`config.mk`:
```
export PLATFORM = sky130hd
export DESIGN_NAME = bcd_counter
export DESIGN_NICKNAME = d
export VERILOG_FILES = /design/src/rtl/bcd_pkg.sv /design/src/rtl/bcd_digit.sv /design/src/rtl/bcd_counter.sv
export SDC_FILE = /design/constraint.sdc
export NUM_CORES = 1
export LEC_CHECK = 0
export ABC_AREA = 1
export CAP_MARGIN = 40
export CORE_MARGIN = 2
export CORE_UTILIZATION = 50
export CTS_CLUSTER_DIAMETER = 30
export DETAILED_ROUTE_END_ITERATION = 6
export GPL_TIMING_DRIVEN = 0
export PLACE_DENSITY = 0.87
export SLEW_MARGIN = 20
export SYNTH_ARGS = -nofsm -noshare
export SYNTH_HDL_FRONTEND = slang
export SYNTH_SLANG_ARGS = --single-unit
```
`constraint.sdc`:
```
create_clock -name clk -period 4.85 [get_ports clk]
set_input_delay 1.2125 -clock clk [delete_from_list [all_inputs] [get_ports clk]]
set_output_delay 1.2125 -clock clk [all_outputs]
set_load 0.01 [all_outputs]
```
`src/rtl/bcd_pkg.sv`:
```
// ---------------------------------------------------------------------------
// bcd_pkg : shared BCD digit type, limits and helpers for the BCD counter
// Revision: 1.0
// ---------------------------------------------------------------------------
`default_nettype none

package bcd_pkg;

   typedef logic [3:0] bcd_digit_t;

   localparam bcd_digit_t BCD_MAX = 4'd9;

   function automatic logic is_bcd(input bcd_digit_t d);
      return (d <= BCD_MAX);
   endfunction

   // Only meaningful for BCD digits; 99 is the largest result and fits in 7 bits.
   function automatic logic [6:0] to_bin(input bcd_digit_t tens, input bcd_digit_t ones);
      return ({3'b000, tens} * 7'd10) + {3'b000, ones};
   endfunction

endpackage

`default_nettype wire

```
`src/rtl/bcd_digit.sv`:
```
// ---------------------------------------------------------------------------
// bcd_digit : one decade cell with load, increment, decrement and carry/borrow
// Revision: 1.0
// ---------------------------------------------------------------------------
`default_nettype none

module bcd_digit
   import bcd_pkg::*;
(
   input  logic       clk,
   input  logic       rst,
   input  logic       inc,
   input  logic       dec,
   input  logic       load,
   input  bcd_digit_t load_val,
   input  bcd_digit_t wrap_to,
   output bcd_digit_t q,
   output logic       carry
);

   // Carry on 9->0 going up, borrow on 0->wrap_to going down.
   assign carry = (inc && (q == BCD_MAX)) || (dec && (q == 4'd0));

   always_ff @(posedge clk or posedge rst) begin
      if (rst) begin
         q <= 4'd0;
      end else if (load) begin
         q <= load_val;
      end else if (inc) begin
         q <= (q == BCD_MAX) ? 4'd0 : q + 4'd1;
      end else if (dec) begin
         q <= (q == 4'd0) ? wrap_to : q - 4'd1;
      end
   end

endmodule

`default_nettype wire

```
`src/rtl/bcd_counter.sv`:
```
// ---------------------------------------------------------------------------
// bcd_counter : two-digit modulo-MODULO BCD counter with prescaler and load
// Revision: 1.0
// ---------------------------------------------------------------------------
`default_nettype none

module bcd_counter
   import bcd_pkg::*;
#(
   parameter int PRESCALE = 4,
   parameter int MODULO   = 60
) (
   input  logic       clk,
   input  logic       rst,
   input  logic       en,
   input  logic       up,
   input  logic       load,
   input  logic [3:0] load_tens,
   input  logic [3:0] load_ones,
   output logic [3:0] tens,
   output logic [3:0] ones,
   output logic       step,
   output logic       tc,
   output logic       load_err
);

   localparam int         PW       = (PRESCALE > 1) ? $clog2(PRESCALE) : 1;
   localparam logic [PW-1:0] PCNT_LAST = PW'(PRESCALE - 1);
   localparam bcd_digit_t MAX_TENS = bcd_digit_t'((MODULO - 1) / 10);
   localparam bcd_digit_t MAX_ONES = bcd_digit_t'((MODULO - 1) % 10);
   localparam logic [6:0] MAX_BIN  = 7'(MODULO - 1);
   localparam logic [6:0] MOD_BIN  = 7'(MODULO);

   logic [PW-1:0] pcnt;
   logic          load_ok;
   logic          step_now;
   logic          wrap;
   logic          digit_load;
   bcd_digit_t    tens_val;
   bcd_digit_t    ones_val;
   logic          ones_inc;
   logic          ones_dec;
   logic          ones_carry;
   logic          tens_carry;

   assign load_ok  = is_bcd(load_tens) && is_bcd(load_ones) &&
                     (to_bin(load_tens, load_ones) < MOD_BIN);
   assign step_now = en && !load && (pcnt == PCNT_LAST);
   assign wrap     = step_now && (up ? (to_bin(tens, ones) == MAX_BIN)
                                     : (to_bin(tens, ones) == 7'd0));

   // Modulo wrap reuses the digit load path so the cells stay plain decades.
   assign digit_load = (load && load_ok) || wrap;
   assign tens_val   = load ? load_tens : (up ? 4'd0 : MAX_TENS);
   assign ones_val   = load ? load_ones : (up ? 4'd0 : MAX_ONES);
   assign ones_inc   = step_now && up && !wrap;
   assign ones_dec   = step_now && !up && !wrap;

   bcd_digit u_ones (
      .clk      (clk),
      .rst      (rst),
      .inc      (ones_inc),
      .dec      (ones_dec),
      .load     (digit_load),
      .load_val (ones_val),
      .wrap_to  (BCD_MAX),
      .q        (ones),
      .carry    (ones_carry)
   );

   bcd_digit u_tens (
      .clk      (clk),
      .rst      (rst),
      .inc      (ones_carry && up),
      .dec      (ones_carry && !up),
      .load     (digit_load),
      .load_val (tens_val),
      .wrap_to  (BCD_MAX),
      .q        (tens),
      .carry    (tens_carry)
   );

   always_ff @(posedge clk or posedge rst) begin
      if (rst) begin
         pcnt     <= '0;
         step     <= 1'b0;
         tc       <= 1'b0;
         load_err <= 1'b0;
      end else begin
         step     <= step_now;
         tc       <= wrap;
         load_err <= load && !load_ok;
         if (load) begin
            if (load_ok) pcnt <= '0;
         end else if (en) begin
            pcnt <= (pcnt == PCNT_LAST) ? '0 : pcnt + PW'(1);
         end
      end
   end

   // The tens carry out has no consumer beyond two digits.
   logic unused_carry;
   assign unused_carry = tens_carry;

endmodule

`default_nettype wire

```
Yosys cells after proc, flatten, opt, wreduce, memory -nomap -nowiden
Cells that the tools add are included.
Widths: inputs -> output; s select.

operators by class
  $add $sub $neg = 7
  multipliers = 2
  $lt $le $gt $ge = 3
  equal/unequal tests = 5
  mux-type cells = 19
  reductions and logical operators = 28

operator list
  kind                 number
  $mux 4               13
  $logic_and 1x1->1    15
  $add 7x4->7          2
  $mul 4x3->6 const B  2
  $add 4x1->4 const B  2
  $eq 4x4->1 const B   2
  $le 4x4->1 const B   2
  $logic_not 4->1      2
  $mux 2               4
  $sub 4x1->4 const B  2
  $eq 7x6->1 const B   1
  $logic_not 7->1      1
  $lt 7x6->1 const B   1
  $reduce_bool 3->1    2
  $logic_not 1->1      4
  $mux 3               1
  $add 2x1->2 const B  1
  $eq 2x2->1 const B   1
  $logic_or 1x1->1     2
  $ne 2x1->1 const B   1
  $reduce_and 2->1     1
  $reduce_bool 2->1    1
  $mux 1               1

word-level totals
  register bits = 13
  input port bits = 13
  output and inout bits = 11
  word-level logic and storage cells = 70

Longest topological paths before layout
  depth after elaboration = 13
  depth in mapped cells = 18
  depth with buffers taken out = 18

Hierarchy
Synthesis repeated with hierarchy kept, for this count alone.

unflattened totals
  cells, all modules = 293
  area, all modules = 1875.5 µm²

by module, submodules not included
  module       times used  cells each  area an instance (µm²)  seq. area each (µm²)
  bcd_counter  1           137         942.2                   125.1
  bcd_digit    2           78          466.7                   100.1

Worst setup path before layout
OpenSTA, ideal clock, no wires.

  kind = in2reg
  start point = input port load_tens[1]
  end point = register u_tens.q[3]
  library setup time = 116 ps
  arrival time = 3128 ps
  data required time = 4734 ps
  slack = 1606 ps
  stages = 14
  path buffers = 0
  cells stage by stage = ha_1 -> ha_1 -> inv_1 -> fa_1 -> nor2_1 -> inv_1 -> o21ai_0 -> a21oi_1 -> nand4_2 -> nand2_4 -> nor2_2 -> clkinv_1 -> nand2_1 -> nand2_1

on the way
  word-level cells in the longest chain between the ends = 7
  elaborated cells between the ends (all ways) = 10
  those cells by class = add/sub (1); mul (1); order compare (2); mux (1); reduce/logical (5)

ends and longest elaborated chain
  item                                                   RTL line           RTL
  start, declared                                        bcd_counter.sv:18  input logic [3:0] load_tens,
  $mul 4x3->6                                            bcd_pkg.sv:19      return ({3'b000, tens} * 7'd10) + {3'b000, ones};
  $add 7x4->7                                            bcd_pkg.sv:19
  $lt 7x6->1                                             bcd_counter.sv:47  (to_bin(load_tens, load_ones) < MOD_BIN);
  $logic_and 1x1->1 *                                    bcd_counter.sv:46  assign load_ok = is_bcd(load_tens) && is_bcd(load_ones) &&
  $logic_and 1x1->1 *                                    bcd_counter.sv:53  assign digit_load = (load && load_ok) || wrap;
  $logic_or 1x1->1 *                                     bcd_counter.sv:53
  $reduce_bool 3->1 (no line) or $mux 4 (tied branches)  -
  end signal, assigned                                   bcd_digit.sv:28    q <= load_val;
  end signal, assigned                                   bcd_digit.sv:30    q <= (q == BCD_MAX) ? 4'd0 : q + 4'd1;
  end signal, assigned                                   bcd_digit.sv:32    q <= (q == 4'd0) ? wrap_to : q - 4'd1;
  end, declared                                          bcd_digit.sv:17    output bcd_digit_t q,

Every way passes the cells marked *; elsewhere a longest branch is shown, timed or not.
A chain may end at the register's enable or synchronous reset.

Worst setup path in the final report
Same ends and word-level chain as after synthesis.

==> impl_metrics.tcl <==
set metrics [dict create \
    start_kind "input pin" \
    worstSetupPathType "in -> reg" \
    rsz0062_at_grt "false" \
    grt_pass1_vias 1496 \
    finalHoldViolations 0 \
    port_buffers 23 \
    grt_pass1_wl_um 6150 \
    crit_arrival_ns 3.90 \
    gp_congestion 0.869 \
    synth.cell_area_mm2 0.00162 \
    cap_violations 0 \
    areaGrowthSynthToFinish_pct 19.2 \
    cts_sinks 13 \
    clock_latency_ns 0.28 \
    rows 20 \
    worst_setup_path_end_kind "flop" \
    ir_drop_mv 0.158 \
    n_antenna_cell 0 \
    slew_headroom_pct 66.6 \
    p_per_area_mw_per_mm2 576 \
    clock_skew_ns 0.00167 \
    tightest_slew_ns 0.501 \
    yosys_warnings 0 \
    drc 0 \
    holdBufCountCts 0 \
    p_switching_w 0.000601 \
    final_cell_mix "nand2_1, inv_1, clkdlybuf4s50_1" \
    hold_path_class "reg -> reg" \
    ys_seq_elements 13 \
    grt_usage_pct 21.6 \
    start_util_pct 52.6 \
    dieArea_mm2 0.00371 \
    power_frac_seq_pct 19.2 \
    ctsResizeCount 0 \
    power_leakage_nw 1.01 \
    p_sw_share_pct 54.0 \
    dieHeight_um 60.9 \
    layout_commonest_cell "nand2_1" \
    die_x_um 60.9 \
    setup_tns_ns 0 \
    routed_wl_um 3400 \
    syn_inst 249 \
    htree_levels 1 \
    layout_min_cycle_time_ns 3.72 \
    pwr-share-comb_pct 74.5 \
    crit_fanout 5 \
    vias 1602 \
    critical_path_required_ns 5.03 \
    post_cts_buffers 0 \
    max_freq_mhz 269 \
    drtIter0Drc 72 \
    cts-root-buf "clkbuf_4" \
    slew_viol_final 0 \
    design_area_mm2 0.00193 \
    dpl_cell_area_mm2 0.00190 \
    internal_power_w 0.000511 \
    setup_viol 0 \
    core_mm2 0.00308 \
    synth_area_per_cell_um2 6.50 \
    vias_per_cell 5.01 \
    dp_hpwl_um 2860 \
    pin_count 24 \
    cts_tree "yes" \
    antenna_found_initial 0 \
    ys_seq_area_share_pct 20.1 \
    pwr-share-clk_pct 6.2 \
    synth_nets 279 \
    outcome "finished clean" \
    grt_max_degree 14 \
    firstDrtPassIters 4 \
    wl_per_cell_um 10.6 \
    finalPower_w 0.00111 \
    path_clk_slew_ns 0.08 \
    fin_crit_sh_pct 76.7 \
    grt_overflow 0 \
    drtAntennaViolNets 0 \
    layout.nets 307 \
    cts_buffer_depth 2 \
    nFillCells 292 \
    synth_cell_types 34 \
    cts_buffers 3 \
    drive_gt1_share_pct 7.61 \
]
==> cell usage after synthesis <==
cell | n | area, um^2
nand2_2 | 3 | 18.8
o21a_1 | 2 | 15.0
nor2_1 | 14 | 52.6
xnor2_1 | 1 | 8.76
a31oi_1 | 1 | 6.26
buf_6 | 1 | 11.3
nor2_2 | 1 | 6.26
inv_1 | 40 | 150
nor3_1 | 2 | 10.0
nand3_2 | 4 | 40.0
o211ai_1 | 1 | 7.51
ha_1 | 13 | 163
dfrtp_1 | 13 | 325
o21ai_1 | 2 | 10.0
nand3_1 | 22 | 110
a21oi_1 | 9 | 45.0
nand2_4 | 2 | 22.5
and3_1 | 1 | 6.26
fa_1 | 4 | 80.1
nand3b_1 | 3 | 22.5
inv_6 | 1 | 8.76
inv_2 | 2 | 7.51
o21bai_1 | 1 | 7.51
nor4_1 | 1 | 6.26
a21o_1 | 1 | 7.51
nor2_4 | 2 | 22.5
xor2_1 | 3 | 26.3
nand4_1 | 6 | 37.5
nand2_1 | 82 | 308
nand4_2 | 1 | 12.5
o21ai_0 | 6 | 30.0
nand3_4 | 1 | 17.5
o2bb2ai_1 | 1 | 8.76
clkinv_1 | 2 | 7.51
==> metal layers <==
metal / up-vias / global-route usage (%) / share of wire, %
met5: - / 0 / 0
met4: 0 / 7.76 / 1.4
met3: 5 / 1.71 / 2.8
met2: 26 / 37.5 / 48
met1: 716 / 28.2 / 48
li1: 855 / - / -
==> path summary, 6_finish.rpt <==
path / startpoint / end / slack [ns] / cells past startpoint
setup / recovery: load_tens[1] / u_tens.q[3] / 1.13 / 15
hold / removal: pcnt[1] / pcnt[1] / 0.52 / 2
setup reg to reg: u_tens.q[1] / u_tens.q[3] / 2.08 / 14
hold reg to reg: pcnt[1] / pcnt[1] / 0.52 / 2
max in group asynchronous: rst / u_tens.q[3] / 3.27 / 2
min in group asynchronous: rst / load_err / 1.25 / 2
==> flip-flops by register name (all words and copies together), names as in the netlist <==
register	flops
pcnt	2
u_tens.q	4
load_err	1
step	1
tc	1
u_ones.q	4
==> power groups by stage <==
| stage | registers (W) | clock network, W | logic, W |
|---|---|---|---|
| final | 0.000214 | 0.0000695 | 0.000828 |
| after global routing | 0.000221 | 0.0000719 | 0.000948 |
| after CTS | 0.000213 | 0.0000702 | 0.000833 |
| after detailed placement | 0.000215 | 0 | 0.000828 |
| after global placement | 0.000214 | 0 | 0.000808 |
| after floorplan | 0.000215 | 0 | 0.000618 |
==> final cells by class <==
cell class,instances,area (um^2),share of cell area [%]
Inverter,45,174,9.01
Buffer,1,11.3,0.583
Clock buffer,4,26.3,1.36
Tap cell,44,55.1,2.85
Sequential cell,13,325,16.9
Multi-Input combinational cell,190,1110,57.4
Timing Repair Buffer,23,230,11.9
==> logic make-up after synthesis <==
logic type,after synthesis,share of synthesized area [%]
adders and majority gates,17,15.0
DFF,13,20.1
buffers and inverters,46,11.4
AOI/OAI and AO/OA,24,8.50
and+or+nand+nor,145,42.8
xor gates and xnor gates,4,2.16
==> worst max-delay path, stage by stage <==
cell and delay (ns):
clkdlybuf4s50_1 0.51, ha_1 0.34, ha_1 0.19, inv_1 0.06, fa_1 0.47, nor2_1 0.16, inv_1 0.05, o21ai_0 0.15
a21oi_1 0.11, nand4_2 0.15, nand2_4 0.10, nor2_2 0.16, clkinv_1 0.11, nand2_1 0.08, nand2_1 0.05
==> per-stage QoR <==
stage	utilization, %	setup WS, ns	instances	hold WS (ns)
after floorplan	-	1.61	249	0.473
after global placement	61.9	0.876	316	0.493
after detailed placement	61.9	0.828	316	0.515
after CTS	62.7	1.13	320	0.534
after global routing	62.7	0.862	320	0.558
final	62.7	1.13	320	0.523
Note: power is estimated with default switching activity, not from simulation.
